==> src/rtl/cb_cycle_sequencer_pkg.sv <==
// ----------------------------------------------------------------------------
// cb_cycle_sequencer_pkg
//   Shared control-unit definitions for the cycle sequencer and its decoders.
//   - seq_state_t   : sequencer ownership state (RUN / CB_FETCH / CB)
//   - CB_PREFIX     : opcode byte that enters CB mode
//   - STEP_RESET    : one-hot T-state value after reset
//   - COUNT_RESET   : one-hot M-cycle count value after reset / after a fetch
//   - count_advance : one-hot M-cycle count shift with wrap from bit 7 to bit 0
// ----------------------------------------------------------------------------
package cb_cycle_sequencer_pkg;

    typedef enum logic [1:0] {
        ST_RUN      = 2'd0,  // main decoder owns the M-cycle
        ST_CB_FETCH = 2'd1,  // sequencer fetches the CB second byte
        ST_CB       = 2'd2   // CB decoder owns the M-cycle
    } seq_state_t;

    localparam logic [7:0] CB_PREFIX    = 8'hCB;
    localparam logic [7:0] RESET_OPCODE = 8'h00;
    localparam logic [3:0] STEP_RESET   = 4'b0001;
    localparam logic [7:0] COUNT_RESET  = 8'b0000_0001;

    // Rotating (rather than shifting) makes the wrap from 1000_0000 back to
    // 0000_0001 fall out naturally; the caller flags the wrap separately.
    function automatic logic [7:0] count_advance(input logic [7:0] count);
        return {count[6:0], count[7]};
    endfunction

endpackage : cb_cycle_sequencer_pkg

==> src/rtl/cb_cycle_sequencer_if.sv <==
// ----------------------------------------------------------------------------
// cb_cycle_sequencer_if
//   Bundles the sequencer's control inputs and timing/opcode outputs.
//   Handshake: there is no valid/ready pair; the inputs i_IR_Fetch,
//   i_Disable_CB and i_Data_Bus are qualified solely by an enabled clock edge
//   while o_Cycle_Step == 4'b1000 (the M-cycle boundary) and are don't-care
//   at every other edge.
//   Modports:
//     master : drives i_* (control unit / bench), observes o_*
//     slave  : the sequencer itself
//   o_State is a debug view of the sequencer FSM state.
// ----------------------------------------------------------------------------
interface cb_cycle_sequencer_if;
    import cb_cycle_sequencer_pkg::*;

    logic        i_Clk_Enable;
    logic [7:0]  i_Data_Bus;
    logic        i_IR_Fetch;
    logic        i_Disable_CB;

    logic [3:0]  o_Cycle_Step;
    logic [7:0]  o_Cycle_Count;
    logic [7:0]  o_IR;
    logic [7:0]  o_Z;
    logic        o_CB_Active;
    logic        o_Prefix_Fetch;
    logic        o_Cycle_Overflow;
    seq_state_t  o_State;

    modport master (
        output i_Clk_Enable, i_Data_Bus, i_IR_Fetch, i_Disable_CB,
        input  o_Cycle_Step, o_Cycle_Count, o_IR, o_Z, o_CB_Active,
               o_Prefix_Fetch, o_Cycle_Overflow, o_State
    );

    modport slave (
        input  i_Clk_Enable, i_Data_Bus, i_IR_Fetch, i_Disable_CB,
        output o_Cycle_Step, o_Cycle_Count, o_IR, o_Z, o_CB_Active,
               o_Prefix_Fetch, o_Cycle_Overflow, o_State
    );

endinterface : cb_cycle_sequencer_if

==> src/rtl/cb_cycle_sequencer_t_state_ring.sv <==
// ----------------------------------------------------------------------------
// t_state_ring
//   4-bit one-hot T-state ring counter.
//   Ports:
//     i_Clk      : clock
//     i_Reset    : asynchronous active-high reset (step -> 4'b0001)
//     i_Enable   : advance qualifier; 0 holds the step
//     o_Step     : one-hot T-state 0001 -> 0010 -> 0100 -> 1000 -> 0001
//     o_Boundary : high when the next rising edge ends the M-cycle
// ----------------------------------------------------------------------------
module t_state_ring
    import cb_cycle_sequencer_pkg::*;
(
    input  logic       i_Clk,
    input  logic       i_Reset,
    input  logic       i_Enable,
    output logic [3:0] o_Step,
    output logic       o_Boundary
);

    logic [3:0] step_q;
    logic [3:0] step_d;

    always_comb begin
        step_d = step_q;
        if (i_Enable) begin
            step_d = {step_q[2:0], step_q[3]};
        end
    end

    always_ff @(posedge i_Clk or posedge i_Reset) begin
        if (i_Reset) begin
            step_q <= STEP_RESET;
        end else begin
            step_q <= step_d;
        end
    end

    assign o_Step     = step_q;
    assign o_Boundary = step_q[3] & i_Enable;

endmodule : t_state_ring

==> src/rtl/cb_cycle_sequencer.sv <==
// ----------------------------------------------------------------------------
// cb_cycle_sequencer
//   Per-instruction timing sequencer and CB-prefix tracker. Produces the
//   one-hot T-state step and one-hot M-cycle count, latches opcode bytes
//   from the data bus, and runs a dedicated prefix-fetch M-cycle when the
//   CB prefix is seen, holding CB mode until the CB decoder releases it.
//   Parameters:
//     CB_PREFIX    : opcode byte that enters CB mode
//     RESET_OPCODE : reset value of o_IR and o_Z
//   Ports:
//     i_Clk   : clock, all state changes on the rising edge
//     i_Reset : asynchronous active-high reset
//     bus     : cb_cycle_sequencer_if.slave (enable, data bus, fetch/release
//               requests in; step, count, IR, Z, CB/prefix status, overflow
//               flag and debug state out)
// ----------------------------------------------------------------------------
module cb_cycle_sequencer
    import cb_cycle_sequencer_pkg::*;
#(
    parameter logic [7:0] CB_PREFIX    = cb_cycle_sequencer_pkg::CB_PREFIX,
    parameter logic [7:0] RESET_OPCODE = cb_cycle_sequencer_pkg::RESET_OPCODE
) (
    input  logic                 i_Clk,
    input  logic                 i_Reset,
    cb_cycle_sequencer_if.slave  bus
);

    seq_state_t  state_q,     state_d;
    logic [7:0]  count_q,     count_d;
    logic [7:0]  ir_q,        ir_d;
    logic [7:0]  z_q,         z_d;
    logic        overflow_q,  overflow_d;
    logic        cb_active_q, cb_active_d;
    logic        prefix_q,    prefix_d;

    logic [3:0]  step;
    logic        boundary;
    logic        take_fetch;
    logic        is_prefix;

    t_state_ring u_t_state_ring (
        .i_Clk      (i_Clk),
        .i_Reset    (i_Reset),
        .i_Enable   (bus.i_Clk_Enable),
        .o_Step     (step),
        .o_Boundary (boundary)
    );

    // In CB mode the CB decoder's release and the main decoder's fetch both
    // mean "the next opcode is on the bus"; in RUN only the fetch counts.
    always_comb begin
        take_fetch = 1'b0;
        case (state_q)
            ST_RUN:  take_fetch = bus.i_IR_Fetch;
            ST_CB:   take_fetch = bus.i_IR_Fetch | bus.i_Disable_CB;
            default: take_fetch = 1'b0;
        endcase
    end

    assign is_prefix = (bus.i_Data_Bus == CB_PREFIX);

    always_comb begin
        state_d    = state_q;
        count_d    = count_q;
        ir_d       = ir_q;
        z_d        = z_q;
        overflow_d = overflow_q;

        if (boundary) begin
            case (state_q)
                ST_CB_FETCH: begin
                    z_d     = bus.i_Data_Bus;
                    count_d = COUNT_RESET;
                    state_d = ST_CB;
                end
                ST_RUN, ST_CB: begin
                    if (take_fetch) begin
                        ir_d    = bus.i_Data_Bus;
                        count_d = COUNT_RESET;
                        state_d = is_prefix ? ST_CB_FETCH : ST_RUN;
                    end else begin
                        count_d = count_advance(count_q);
                        if (count_q[7]) begin
                            overflow_d = 1'b1;
                        end
                    end
                end
                default: begin
                    // Unreachable encoding: restart the instruction cleanly.
                    count_d = COUNT_RESET;
                    state_d = ST_RUN;
                end
            endcase
        end
    end

    // Status bits are registered decodes of the next state so they switch
    // glitch-free, exactly when step wraps back to 0001.
    always_comb begin
        cb_active_d = (state_d == ST_CB);
        prefix_d    = (state_d == ST_CB_FETCH);
    end

    always_ff @(posedge i_Clk or posedge i_Reset) begin
        if (i_Reset) begin
            state_q     <= ST_RUN;
            count_q     <= COUNT_RESET;
            ir_q        <= RESET_OPCODE;
            z_q         <= RESET_OPCODE;
            overflow_q  <= 1'b0;
            cb_active_q <= 1'b0;
            prefix_q    <= 1'b0;
        end else begin
            state_q     <= state_d;
            count_q     <= count_d;
            ir_q        <= ir_d;
            z_q         <= z_d;
            overflow_q  <= overflow_d;
            cb_active_q <= cb_active_d;
            prefix_q    <= prefix_d;
        end
    end

    assign bus.o_Cycle_Step     = step;
    assign bus.o_Cycle_Count    = count_q;
    assign bus.o_IR             = ir_q;
    assign bus.o_Z              = z_q;
    assign bus.o_CB_Active      = cb_active_q;
    assign bus.o_Prefix_Fetch   = prefix_q;
    assign bus.o_Cycle_Overflow = overflow_q;
    assign bus.o_State          = state_q;

endmodule : cb_cycle_sequencer
==> src/flat_wrapper.sv <==
// flat-port wrapper written by rule: the top's interface ports become plain ports
module cb_cycle_sequencer_flat import cb_cycle_sequencer_pkg::*;
#(
    parameter logic [7:0] CB_PREFIX    = cb_cycle_sequencer_pkg::CB_PREFIX,
    parameter logic [7:0] RESET_OPCODE = cb_cycle_sequencer_pkg::RESET_OPCODE
)
  (i_Clk, i_Reset, bus_i_Clk_Enable, bus_i_Data_Bus, bus_i_IR_Fetch, bus_i_Disable_CB, bus_o_Cycle_Step, bus_o_Cycle_Count, bus_o_IR, bus_o_Z, bus_o_CB_Active, bus_o_Prefix_Fetch, bus_o_Cycle_Overflow, bus_o_State);
  cb_cycle_sequencer_if bus_i ();
  input  logic i_Clk;
  input  logic i_Reset;
  input wire logic [$bits(bus_i.i_Clk_Enable)-1:0] bus_i_Clk_Enable;
  input wire logic [$bits(bus_i.i_Data_Bus)-1:0] bus_i_Data_Bus;
  input wire logic [$bits(bus_i.i_IR_Fetch)-1:0] bus_i_IR_Fetch;
  input wire logic [$bits(bus_i.i_Disable_CB)-1:0] bus_i_Disable_CB;
  output wire logic [$bits(bus_i.o_Cycle_Step)-1:0] bus_o_Cycle_Step;
  output wire logic [$bits(bus_i.o_Cycle_Count)-1:0] bus_o_Cycle_Count;
  output wire logic [$bits(bus_i.o_IR)-1:0] bus_o_IR;
  output wire logic [$bits(bus_i.o_Z)-1:0] bus_o_Z;
  output wire logic [$bits(bus_i.o_CB_Active)-1:0] bus_o_CB_Active;
  output wire logic [$bits(bus_i.o_Prefix_Fetch)-1:0] bus_o_Prefix_Fetch;
  output wire logic [$bits(bus_i.o_Cycle_Overflow)-1:0] bus_o_Cycle_Overflow;
  output wire logic [$bits(bus_i.o_State)-1:0] bus_o_State;
  assign bus_i.i_Clk_Enable = bus_i_Clk_Enable;
  assign bus_i.i_Data_Bus = bus_i_Data_Bus;
  assign bus_i.i_IR_Fetch = bus_i_IR_Fetch;
  assign bus_i.i_Disable_CB = bus_i_Disable_CB;
  assign bus_o_Cycle_Step = bus_i.o_Cycle_Step;
  assign bus_o_Cycle_Count = bus_i.o_Cycle_Count;
  assign bus_o_IR = bus_i.o_IR;
  assign bus_o_Z = bus_i.o_Z;
  assign bus_o_CB_Active = bus_i.o_CB_Active;
  assign bus_o_Prefix_Fetch = bus_i.o_Prefix_Fetch;
  assign bus_o_Cycle_Overflow = bus_i.o_Cycle_Overflow;
  assign bus_o_State = bus_i.o_State;
  cb_cycle_sequencer #(.CB_PREFIX(CB_PREFIX), .RESET_OPCODE(RESET_OPCODE)) u_core (.i_Clk(i_Clk), .i_Reset(i_Reset), .bus(bus_i));
endmodule
==> config.mk <==
export PLATFORM = sky130hd
export DESIGN_NAME = cb_cycle_sequencer_flat
export DESIGN_NICKNAME = d
export VERILOG_FILES = /design/src/rtl/cb_cycle_sequencer_pkg.sv /design/src/rtl/cb_cycle_sequencer_if.sv /design/src/rtl/cb_cycle_sequencer_t_state_ring.sv /design/src/rtl/cb_cycle_sequencer.sv /design/src/flat_wrapper.sv
export SDC_FILE = /design/constraint.sdc
export NUM_CORES = 1
export LEC_CHECK = 0
export ABC_AREA = 0
export BUFFER_PORTS_ARGS = -buffer_cell sky130_fd_sc_hd__buf_2
export CAP_MARGIN = 15
export CORE_ASPECT_RATIO = 1.25
export CORE_UTILIZATION = 52
export DETAILED_ROUTE_END_ITERATION = 16
export GPL_ROUTABILITY_DRIVEN = 0
export PLACE_DENSITY = 0.86
export SYNTH_ARGS = -nofsm -noshare
export SYNTH_HDL_FRONTEND = slang
export SYNTH_SLANG_ARGS = --single-unit
==> constraint.sdc <==
create_clock -name i_Clk -period 2.1 [get_ports i_Clk]
set_input_delay 0.42 -clock i_Clk [delete_from_list [all_inputs] [get_ports i_Clk]]
set_output_delay 0.42 -clock i_Clk [all_outputs]
set_load 0.05 [all_outputs]
; After elaboration in Yosys (flattened, before gate mapping)
; Cells that the tools add are included.
; Widths: inputs -> output; s select.
[totals]
word_cells = 28
reg_bits = 33
[op_classes]
n_reduce_logical = 5
muxes = 7
n_eq_ne = 5
n_bitwise = 3
[ops]
columns = op, n
row1 = $mux 8, 2
row2 = $eq 8x8->1 const B, 1
row3 = $eq 2x1->1 const B, 2
row4 = $eq 2x2->1 const B, 2
row5 = $mux 2, 2
row6 = $pmux 2 s2, 1
row7 = $reduce_and 4->1, 1
row8 = $reduce_and 3->1, 1
row9 = $logic_not 2->1, 1
row10 = $pmux 1 s2, 1
row11 = $reduce_and 2->1, 1
row12 = $reduce_or 2->1, 1
row13 = $and 1x1->1, 1
row14 = $mux 1, 1
row15 = $not 1->1, 1
row16 = $or 1x1->1, 1

; Longest topological paths before layout
; Gate-level depths: netlist of run 1.
[logic_depth]
ltp_word = 6
depth_mapped = 4
ltp_nobuf = 3

; By module
; A second synthesis of run 1 with hierarchy kept.
[hier_totals]
hier_cells = 86
hier_area_um2 = 1301.2
[by_module_without_submodules]
columns = module, area_per_inst_um2, cells_each, seq_area_each_um2, n_inst
row1 = cb_cycle_sequencer, 1143.6, 76, 726.9, 1
row2 = t_state_ring, 157.7, 10, 101.3, 1

; Worst setup path before layout of run 1
; Ideal clock, no wire load.
[synth_timing]
path_kind = register to register
from = reg u_core.state_q[1], in the netlist u_core.bus.o_State[1]
to = reg u_core.ir_q[0], in the netlist u_core.bus.o_IR[0]
period_less_slack_ns = 1.673
stages_incl_launch_ff = 4
t_arrival_ns = 1.549
n_path_buf = 0
setup_time_ns = 0.125
setup_slack_ns = 0.427
path_cell_list = dfrtp_1 > a21oi_1 > nor2_2 > mux2_2
[synth_via]
elab_chain_len = 3
elab_cells_between_ends = 5
classes_between = eq/ne (1) / mux (1) / reduce/logical (3)
[synth_lines]
columns = element, line_no
row1 = "start, declared", cb_cycle_sequencer.sv:28  ; seq_state_t state_q, state_d;
row2 = "start signal, assigned", cb_cycle_sequencer.sv:114  ; state_q <= state_d;
row3 = $eq 2x2->1 / $logic_not 2->1 (equally long branches), "cb_cycle_sequencer.sv:53, cb_cycle_sequencer.sv:70"
row4 = $pmux 1 s2 / $reduce_or 2->1 (equally long branches), "cb_cycle_sequencer.sv:53, cb_cycle_sequencer.sv:70"
row5 = $reduce_and 3->1 (no line) (*), n/a
row6 = "end signal, assigned", cb_cycle_sequencer.sv:116  ; ir_q <= ir_d;
row7 = "end, declared", cb_cycle_sequencer.sv:30  ; logic [7:0] ir_q, ir_d;
; Mark *: on every way between the ends. The rest lies on a longest branch, timed or not.
; A chain may end at the register's enable or synchronous reset.

; Final worst setup path of run 1
[layout_timing]
from = reg u_core.u_t_state_ring.step_q[3], in the netlist u_core.u_t_state_ring.o_Step[3]
to = out bus_o_Cycle_Step[3]
[layout_rtl]
columns = element, line_no
row1 = "start, declared", cb_cycle_sequencer_t_state_ring.sv:21  ; logic [3:0] step_q;
row2 = "start signal, assigned", cb_cycle_sequencer_t_state_ring.sv:35  ; step_q <= step_d;
row3 = "end, declared", flat_wrapper.sv:15  ; output wire logic [$bits(bus_i.o_Cycle_Step)-1:0] bus_o_Cycle_Step;
; No word-level cell between the ends.

==> results of run 1 <==
-- logic make-up after synthesis --
kind of cell / synth area share [%]
simple gates: 6.85
flops: 62.1
buf+inv: 3.09
mux: 16.0
compound gates: 11.9
-- worst min-delay path, delay by kind of cell --
kind     cells  cell delay [ns]
buf+inv      3             0.37
-- cell type report --
class | instances | area, um2
clock inverters | 1 | 5.00
clock buffers | 7 | 65.1
flip-flops and latches | 33 | 828
well taps | 33 | 41.3
multi-input cells | 44 | 464
fillers | 187 | 763
inverters | 4 | 15.0
repair buffers | 46 | 245
-- registers in the layout, indices dropped and copies added (netlist names) --
register / count
u_core.bus.o_Cycle_Overflow: 1
u_core.bus.o_State: 2
u_core.bus.o_CB_Active: 1
u_core.bus.o_Prefix_Fetch: 1
u_core.bus.o_IR: 8
u_core.bus.o_Cycle_Count: 8
u_core.u_t_state_ring.o_Step: 4
u_core.bus.o_Z: 8
-- worst paths after layout --
kind / start / to / slack (ns)
worst max-delay path: u_core.u_t_state_ring.o_Step[3] / bus_o_Cycle_Step[3] / 0.39
worst min-delay path: i_Reset / u_core.bus.o_Cycle_Count[6] / 0.1
worst max register to register: u_core.u_t_state_ring.o_Step[3] / u_core.bus.o_Cycle_Count[1] / 0.50
worst min register to register: u_core.bus.o_Cycle_Overflow / u_core.bus.o_Cycle_Overflow / 0.47
max in group asynchronous: i_Reset / u_core.u_t_state_ring.o_Step[0] / 1.75
min in group i_Clk: bus_i_Data_Bus[4] / u_core.bus.o_Z[4] / 0.33
-- placed cells by master, fill, tap and decap left out --
master                      count
sky130_fd_sc_hd__o311ai_0       1
sky130_fd_sc_hd__o21ai_0        1
sky130_fd_sc_hd__clkbuf_8       2
sky130_fd_sc_hd__clkbuf_4       5
sky130_fd_sc_hd__nand4bb_1      1
sky130_fd_sc_hd__nand2_8        1
sky130_fd_sc_hd__a21oi_1        3
sky130_fd_sc_hd__o41ai_2        1
sky130_fd_sc_hd__nand4b_2       1
sky130_fd_sc_hd__nand4b_1       1
sky130_fd_sc_hd__a21boi_0       1
sky130_fd_sc_hd__dfstp_2        2
sky130_fd_sc_hd__a2111oi_4      1
sky130_fd_sc_hd__dfrtp_1       31
sky130_fd_sc_hd__nand3b_4       1
sky130_fd_sc_hd__clkinv_2       1
sky130_fd_sc_hd__inv_1          4
sky130_fd_sc_hd__mux2_2        19
sky130_fd_sc_hd__a21bo_2        1
sky130_fd_sc_hd__a21o_1         1
sky130_fd_sc_hd__a22o_1         7
sky130_fd_sc_hd__buf_2         45
sky130_fd_sc_hd__and2_1         1
sky130_fd_sc_hd__nor2_2         1
sky130_fd_sc_hd__nor2_1         1
sky130_fd_sc_hd__buf_12         1
-- metal layers --
layer	GRT usage, %	vias up
li1	-	407
met3	7.67	7
met1	23.9	426
met2	33.5	36
met4	11.8	0
met5	0	-
-- power by group through the flow --
stage               Sequential, W  Clock (W)  Combinational [W]
global placement         0.000899          0           0.000859
CTS                      0.000903   0.000413           0.000876
global route             0.000922   0.000437           0.000908
finish                   0.000900   0.000400           0.000870
detailed placement       0.000911          0           0.000874
floorplan                 0.00137          0           0.000225
-- stage by stage --
stage / worst slack, ns / std cells
after floorplan: 0.427 / 83
after CTS: 0.366 / 168
after global placement: 0.488 / 160
final: 0.393 / 168
after detailed placement: 0.443 / 160
after global routing: 0.330 / 168
==> impl_metrics.ini, run 1 <==
[status]
status = completed

[floorplan]
placeableCoreArea_um2 = 2430
die_width_um = 47.3
floorplan.initialDensity_pct = 54.9
floorplan.io_pins = 46
floorplan.die.height_um = 58.6
full_die_area_um2 = 2770
core.rowCount = 20

[yosys]
post-synth-top-area-fraction_pct = 58.2
mean_instance_size_in_the_synthesized_netlist_um2 = 16.1
synth_most_common_cell = sky130_fd_sc_hd__dfrtp_1
synth.net_count = 96
ys_top_cells_by_count = sky130_fd_sc_hd__dfrtp_1 (31), sky130_fd_sc_hd__mux2_2 (19), sky130_fd_sc_hd__a22o_1 (7)
synth-seq-cells = 33
synth_area_um2 = 1330
synth_ff_type = sky130_fd_sc_hd__dfrtp_1
yosys-top-cells-area = sky130_fd_sc_hd__dfrtp_1 (58%), sky130_fd_sc_hd__mux2_2 (16%), sky130_fd_sc_hd__a22o_1 (4.6%)
synthDistinctLibCells = 23
synth_edf_count = 0
yosys.area.top_type = sky130_fd_sc_hd__dfrtp_1
netlist_instances = 83
asyncSetResetFlopFracSynth_pct = 100
yosysSeqAreaShare_pct = 62.1
yosysWarningCount = 0

[global_routing]
first_pass_grt_wire_length_um = 3980
gr-usage-all-layers_pct = 21.2
overflow = 0
first_global_vias = 871
largest_net_degree_at_the_start_of_global_routing = 34
grt_antenna_before_repair = 0

[power_and_ir_drop]
powerDensity_nw_per_um2 = 1300
clockPowerShare_pct = 18.4
internal-power_w = 0.00121
power_switching_share_pct = 44.5
p_leak_nw = 0.926
seq_power_share_pct = 41.5
combPwrFrac_pct = 40.1
ir_worst_vdd_uv = 1030
net-switching-power_w = 0.000965
totalPowerFinal_w = 0.00217

[placed_design]
hpwlAfterDp_um = 1810
placed_cell_area_um2 = 1590
io_port_bufs = 45

[worst_setup_path]
critical_path.top_delay_family = flip-flops
critical_path.startpoint_type = flip-flop
path_depth = 1
reg2reg_depth = 3
worstPathCellList = buf_2
crit_required_ns = 1.68
critical_path_class = flip-flop to output pin
cp_slowest_stage_delay_ns = 0.61
worst_path_buf_inv = 1
cp.arrival_ns = 1.29
worst-path-max-fanout = 8
slowest_stage = sky130_fd_sc_hd__dfrtp_1
critPathCaptureType = output pin

[detailed_routing]
drtIter0Drc = 8
via_per_inst = 5.21
wirelength_um = 2440
met1_length_um = 968
routed_wire_length_per_instance_um = 14.5
route.vias.total = 876
met2RoutedLength_um = 1250
max_used_layer = met4
postRouteAntennaNets = 0
drtPass1Iterations = 4
drt_drc_violations_left = 0
route.met3.wl_um = 162

[sta]
tns_ns = 0
max_slew.worst_pin.slew_ns = 0.578
timing.final.hold_violations = 0
report.final.slew_viol_count = 0
hold-worst-slack_ns = 0.0968
timing.max_slew.rel_slack_pct = 61.5
setup_viol = 0
finalClockSkew_ns = 0.00917
min_period_over_period_pct = 81.3
final.min_clock_period_ns = 1.71
setup_repair_after_global_routing_missed_its_margin = no
achievable-frequency_mhz = 586

[layout]
final_cell_area_um2 = 1660
antenna_cells = 0
fin_nets = 147
synthToLayoutAreaGrowth_pct = 24.8
finalCoreUtilization_pct = 68.6
layout-drive-gt1-share_pct = 60.7

[clocking]
post-cts-setup-buffer-count = 0
htreeDepth = 2
cts_max_path_buffers = 2
insertion_delay_ns = 0.34
clock_pin_slew_of_the_registers_on_the_worst_case_setup_and_hold_paths_ns = 0.10
tritoncts_num_sinks = 33
post_cts_resized = 0
numCtsBuffers = 5
tritoncts_clock_tree = built
post_cts_hold_buffer_count = 0
clockRootBuffer = sky130_fd_sc_hd__clkbuf_4

[worst_hold_path]
min_path_type = primary input to asynchronous set/reset pin

[job]
drv_cap = 0
No activity file was read; power rests on OpenSTA's default activity.
==> run 2, diff against run 1 <==
--- a/config.mk
+++ b/config.mk
@@ -9,10 +9,10 @@
 export BUFFER_PORTS_ARGS = -buffer_cell sky130_fd_sc_hd__buf_2
 export CAP_MARGIN = 15
 export CORE_ASPECT_RATIO = 1.25
-export CORE_UTILIZATION = 52
+export CORE_UTILIZATION = 44
 export DETAILED_ROUTE_END_ITERATION = 16
 export GPL_ROUTABILITY_DRIVEN = 0
-export PLACE_DENSITY = 0.86
+export PLACE_DENSITY = 0.78
 export SYNTH_ARGS = -nofsm -noshare
 export SYNTH_HDL_FRONTEND = slang
 export SYNTH_SLANG_ARGS = --single-unit
==> constraint.sdc (replaced) <==
create_clock -name i_Clk -period 1.5 [get_ports i_Clk]
set_input_delay 0.3 -clock i_Clk [delete_from_list [all_inputs] [get_ports i_Clk]]
set_output_delay 0.3 -clock i_Clk [all_outputs]
set_load 0.05 [all_outputs]
==> run 2 against run 1 <==
  * Largest cell class unchanged
  * Highest routed layer unchanged
  * Critical path type unchanged
  * First-iteration DRC count is 38% higher
  * Sequential cell count did not move
  * Utilization decreased by 8.3 points
==> impl_metrics.ini, run 2 (synthesis gave the netlist of run 1 again) <==
[clocking]
numCtsBuffers = 5
cts_max_path_buffers = 2
htreeDepth = 2
post_cts_hold_buffer_count = 0
clock_pin_slew_of_the_registers_on_the_worst_case_setup_and_hold_paths_ns = 0.10
clockRootBuffer = sky130_fd_sc_hd__clkbuf_4
tritoncts_clock_tree = built
insertion_delay_ns = 0.33
tritoncts_num_sinks = 33

[global_routing]
first_pass_grt_wire_length_um = 4220
grt_antenna_before_repair = 0
largest_net_degree_at_the_start_of_global_routing = 34
overflow = 0
first_global_vias = 893
gr-usage-all-layers_pct = 17.9

[job]
drv_cap = 0

[status]
status = completed

[power_and_ir_drop]
p_leak_nw = 0.922
ir_worst_vdd_uv = 1410
power_switching_share_pct = 42.3
internal-power_w = 0.00182
totalPowerFinal_w = 0.00315
net-switching-power_w = 0.00133
clockPowerShare_pct = 21.8
seq_power_share_pct = 39.6
combPwrFrac_pct = 38.6
powerDensity_nw_per_um2 = 1870

[worst_setup_path]
critPathCaptureType = output pin
critical_path.top_delay_family = flip-flops
crit_required_ns = 1.20
cp_slowest_stage_delay_ns = 0.55
cp.arrival_ns = 1.14
worst_path_buf_inv = 1
worst-path-max-fanout = 3
worstPathCellList = buf_2
critical_path.startpoint_type = flip-flop
slowest_stage = sky130_fd_sc_hd__dfstp_2
critical_path_class = flip-flop to output pin

[floorplan]
floorplan.initialDensity_pct = 47.9
floorplan.io_pins = 46
die_width_um = 51.2
full_die_area_um2 = 3260
placeableCoreArea_um2 = 2790
core.rowCount = 21
floorplan.die.height_um = 63.6

[detailed_routing]
drt_drc_violations_left = 0
routed_wire_length_per_instance_um = 14.4
drtIter0Drc = 11
wirelength_um = 2440
postRouteAntennaNets = 0
drtPass1Iterations = 3
route.vias.total = 883
via_per_inst = 5.22

[sta]
timing.final.hold_violations = 0
setup_viol = 0
report.final.slew_viol_count = 0
final.setup.worst_slack_ns = 0.0555
setup_repair_after_global_routing_missed_its_margin = no
tns_ns = 0
finalClockSkew_ns = 0.00610
achievable-frequency_mhz = 692
timing.max_slew.rel_slack_pct = 64.4
max_slew.worst_pin.slew_ns = 0.534
final.min_clock_period_ns = 1.44
min_period_over_period_pct = 96.3
hold-worst-slack_ns = 0.0303

[layout]
synthToLayoutAreaGrowth_pct = 25.9
fin_nets = 147
layout-drive-gt1-share_pct = 62.2
layout.cells.most_common_list = sky130_fd_sc_hd__buf_2 (44), sky130_fd_sc_hd__dfrtp_1 (28), sky130_fd_sc_hd__mux2_2 (19)
antenna_cells = 0
final_common_cell = sky130_fd_sc_hd__buf_2

[worst_hold_path]
min_path_type = primary input to asynchronous set/reset pin

[placed_design]
place_ws_ns = 0.0258
io_port_bufs = 45
hpwlAfterDp_um = 1750
-- run 2: cell types whose count changed in the layout (fill, tap and decap cells not counted), sizes merged --
cell	previous run	this run
bufinv	0	1
clkinv	1	0
-- run 2: power groups by stage --
stage,combinational [W],clock (W),sequential (W)
after floorplan,0.000319,0,0.00192
after global placement,0.00121,0,0.00125
after detailed placement,0.00122,0,0.00127
after CTS,0.00122,0.000713,0.00125
after global routing,0.00127,0.000758,0.00128
final,0.00122,0.000685,0.00125
-- run 2: final timing paths --
kind | cells past startpoint | slack (ns) | end | from
max in group asynchronous | 3 | 1.14 | u_core.bus.o_Cycle_Count[0] | i_Reset
max reg2reg | 3 | 0.12 | u_core.bus.o_IR[3] | u_core.bus.o_State[0]
min in group i_Clk | 2 | 0.21 | u_core.bus.o_Z[4] | bus_i_Data_Bus[4]
min | 3 | 0.03 | u_core.bus.o_Z[4] | i_Reset
max | 1 | 0.06 | bus_o_Cycle_Count[0] | u_core.bus.o_Cycle_Count[0]
min reg2reg | 1 | 0.48 | u_core.bus.o_Cycle_Overflow | u_core.bus.o_Cycle_Overflow
-- run 2: repair_timing --
action	CTS	global route
endpoints found under the setup margin	0	9
setup buffers	0	0
resized for setup	0	2
-- run 2: per-stage QoR --
| stage | util [%] | area [um2] | cells |
|---|---|---|---|
| after detailed placement | 57.1 | 1590 | 161 |
| after CTS | 60.2 | 1680 | 169 |
| after floorplan | - | 1340 | 83 |
| final | 60.3 | 1680 | 169 |
| after global placement | 57.1 | 1590 | 161 |
| after global routing | 60.3 | 1680 | 169 |
-- run 2: cell type report --
type / count / area (um2)
Fill cell: 252 / 1110
Sequential cell: 33 / 832
Multi-Input combinational cell: 44 / 469
Timing Repair Buffer: 46 / 235
Clock buffer: 7 / 55.1
Tap cell: 34 / 42.5
Clock inverter: 1 / 30.0
Inverter: 4 / 15.0
-- run 2: worst register-to-register path, stage by stage, from the launching register on --
cell and delay, ns:
sky130_fd_sc_hd__dfrtp_2 0.47, sky130_fd_sc_hd__nand3b_4 0.19, sky130_fd_sc_hd__nor2_4 0.24, sky130_fd_sc_hd__mux2_2 0.37
-- run 2: layer usage --
layer	GRT usage, %	up-vias	part of all wire (%)
met4	7.09	0	1.6
li1	-	407	-
met1	21.5	431	42
met5	0	-	0
met3	7.73	5	9.4
met2	28.0	40	47
==> run 3, diff against run 2 <==
--- a/config.mk
+++ b/config.mk
@@ -12,7 +12,7 @@
 export CORE_UTILIZATION = 44
 export DETAILED_ROUTE_END_ITERATION = 16
 export GPL_ROUTABILITY_DRIVEN = 0
-export PLACE_DENSITY = 0.78
+export PLACE_DENSITY = 0.75
 export SYNTH_ARGS = -nofsm -noshare
 export SYNTH_HDL_FRONTEND = slang
 export SYNTH_SLANG_ARGS = --single-unit
==> run 3 against run 2 <==
  * Clock-buffer cell count unchanged
  * Design area down 0.60%
  * Cell count unchanged
  * Maximum frequency up 1.4%
  * Largest cell class unchanged
  * Critical path type unchanged
  * Clock skew down 0.00098 ns
  * Utilization down 0.36 points
  * Sequential share of layout area up 0.30 points
  * Largest power group unchanged
  * Via count up 1.5%
  * Global-route usage up 0.27 points
  * Highest routed layer unchanged
==> impl_metrics.ini, run 3 (synthesis gave the netlist of run 1 again) <==
[status]
status = completed

[global_routing]
first_global_vias = 918
overflow = 0
gr-usage-all-layers_pct = 18.2
largest_net_degree_at_the_start_of_global_routing = 34
grt_antenna_before_repair = 0
first_pass_grt_wire_length_um = 4220

[sta]
tns_ns = 0
final.min_clock_period_ns = 1.43
setup_repair_after_global_routing_missed_its_margin = no
timing.max_slew.rel_slack_pct = 64.5
timing.final.hold_violations = 0
min_period_over_period_pct = 95.0
max_slew.worst_pin.slew_ns = 0.533
achievable-frequency_mhz = 702
report.final.slew_viol_count = 0
setup_viol = 0
finalClockSkew_ns = 0.00513

[power_and_ir_drop]
clockPowerShare_pct = 18.6
power_switching_share_pct = 43.9
ir_worst_vdd_uv = 1080
seq_power_share_pct = 41.1
internal-power_w = 0.00170
p_leak_nw = 0.917
combPwrFrac_pct = 40.3
totalPowerFinal_w = 0.00304
powerDensity_nw_per_um2 = 1820
net-switching-power_w = 0.00133

[layout]
layout.cells.most_common_list = sky130_fd_sc_hd__buf_2 (42), sky130_fd_sc_hd__dfrtp_1 (28), sky130_fd_sc_hd__mux2_2 (19)
finalCoreUtilization_pct = 59.9
final_cell_area_um2 = 1670
synthToLayoutAreaGrowth_pct = 25.1
antenna_cells = 0
layout-drive-gt1-share_pct = 63.0
final_common_cell = sky130_fd_sc_hd__buf_2
fin_nets = 147

[clocking]
insertion_delay_ns = 0.33
post_cts_hold_buffer_count = 0
htreeDepth = 2
clockRootBuffer = sky130_fd_sc_hd__clkbuf_4
tritoncts_clock_tree = built
tritoncts_num_sinks = 33
numCtsBuffers = 5
clock_pin_slew_of_the_registers_on_the_worst_case_setup_and_hold_paths_ns = 0.10
cts_max_path_buffers = 2

[worst_setup_path]
setup.reg_to_reg.worst_slack_ns = 0.10
worstPathCellList = clkbuf_4
worst-path-max-fanout = 3
critPathCaptureType = output pin
crit_required_ns = 1.20
cp_slowest_stage_delay_ns = 0.56
crit-reg2reg-launch = u_core.u_t_state_ring.o_Step[3]
cp.arrival_ns = 1.13
critical_path.top_delay_family = flip-flops
worst_path_buf_inv = 1
reg2reg_depth = 3
path_depth = 1
slowest_stage = sky130_fd_sc_hd__dfstp_2
critical_path.startpoint_type = flip-flop
critical_path_class = flip-flop to output pin
startpoint = u_core.bus.o_Cycle_Count[0]

[floorplan]
die_width_um = 51.2
core.rowCount = 21
floorplan.io_pins = 46
placeableCoreArea_um2 = 2790
full_die_area_um2 = 3260
floorplan.die.height_um = 63.6
floorplan.initialDensity_pct = 47.9

[placed_design]
hpwlAfterDp_um = 1720
io_port_bufs = 45
placed_cell_area_um2 = 1590

[job]
drv_cap = 0

[detailed_routing]
wirelength_um = 2410
drt_drc_violations_left = 0
route.vias.total = 896
drtPass1Iterations = 2
postRouteAntennaNets = 0
routed_wire_length_per_instance_um = 14.3
via_per_inst = 5.30
drtIter0Drc = 25

[worst_hold_path]
min_path_type = primary input to asynchronous set/reset pin
-- run 3: cell types whose count changed in the layout (fill, tap and decap cells not counted) --
cell / delta
sky130_fd_sc_hd__bufinv_16: -1
sky130_fd_sc_hd__buf_4: -1
sky130_fd_sc_hd__clkbuf_4: +3
sky130_fd_sc_hd__clkinv_2: +1
sky130_fd_sc_hd__buf_2: -2
sky130_fd_sc_hd__clkbuf_8: +1
sky130_fd_sc_hd__clkbuf_1: -1
-- run 3: metrics by stage --
step           worst slack [ns]  cells  hold slack (ns)
6_report                 0.0750    169           0.0252
5_1_grt                 0.00754    169           0.0511
4_1_cts                  0.0259    169           0.0363
3_5_place_dp             0.0382    161            0.407
3_3_place_gp             0.0891    161            0.398
2_1_floorplan            0.0560     83            0.427
-- run 3: layout make-up --
type	instances	area, um2
clock buffers	7	65.1
well taps	34	42.5
fillers	247	1120
flip-flops and latches	33	832
multi-input cells	44	469
inverters	4	15.0
repair buffers	46	240
clock inverters	1	5.00
-- run 3: final timing paths --
check | endpoint
setup / recovery | bus_o_Cycle_Count[0]
hold / removal | u_core.bus.o_Cycle_Count[7]
setup reg to reg | u_core.bus.o_Cycle_Count[4]
hold reg to reg | u_core.bus.o_Cycle_Overflow
max in group asynchronous | u_core.u_t_state_ring.o_Step[0]
min in group i_Clk | u_core.bus.o_IR[4]
-- run 3: repair_timing --
item	in CTS	in global routing
buffers inserted	0	0
setup endpoints to repair	0	3
resized for setup	0	3
-- run 3: routing by layer --
metal	global-route usage [%]	routed length (um)	vias up
met3	5.07	161	7
met5	0	0	-
met2	28.1	1110	42
met4	11.1	59	0
li1	-	-	408
met1	22.0	1080	439
-- run 3: power by group through the flow --
stage                     Combinational, W  Sequential (W)  Clock [W]
after floorplan                   0.000319         0.00192          0
after global placement             0.00121         0.00125          0
after detailed placement           0.00122         0.00127          0
after CTS                          0.00122         0.00125   0.000586
after global routing               0.00128         0.00128   0.000631
final                              0.00122         0.00125   0.000565
-- run 3: worst reg2reg max path, delay by kind of cell, from the launching register on --
family          cells  cell delay [ns]
compound gates      2             0.73
flops               1             0.51
simple gates        1             0.10
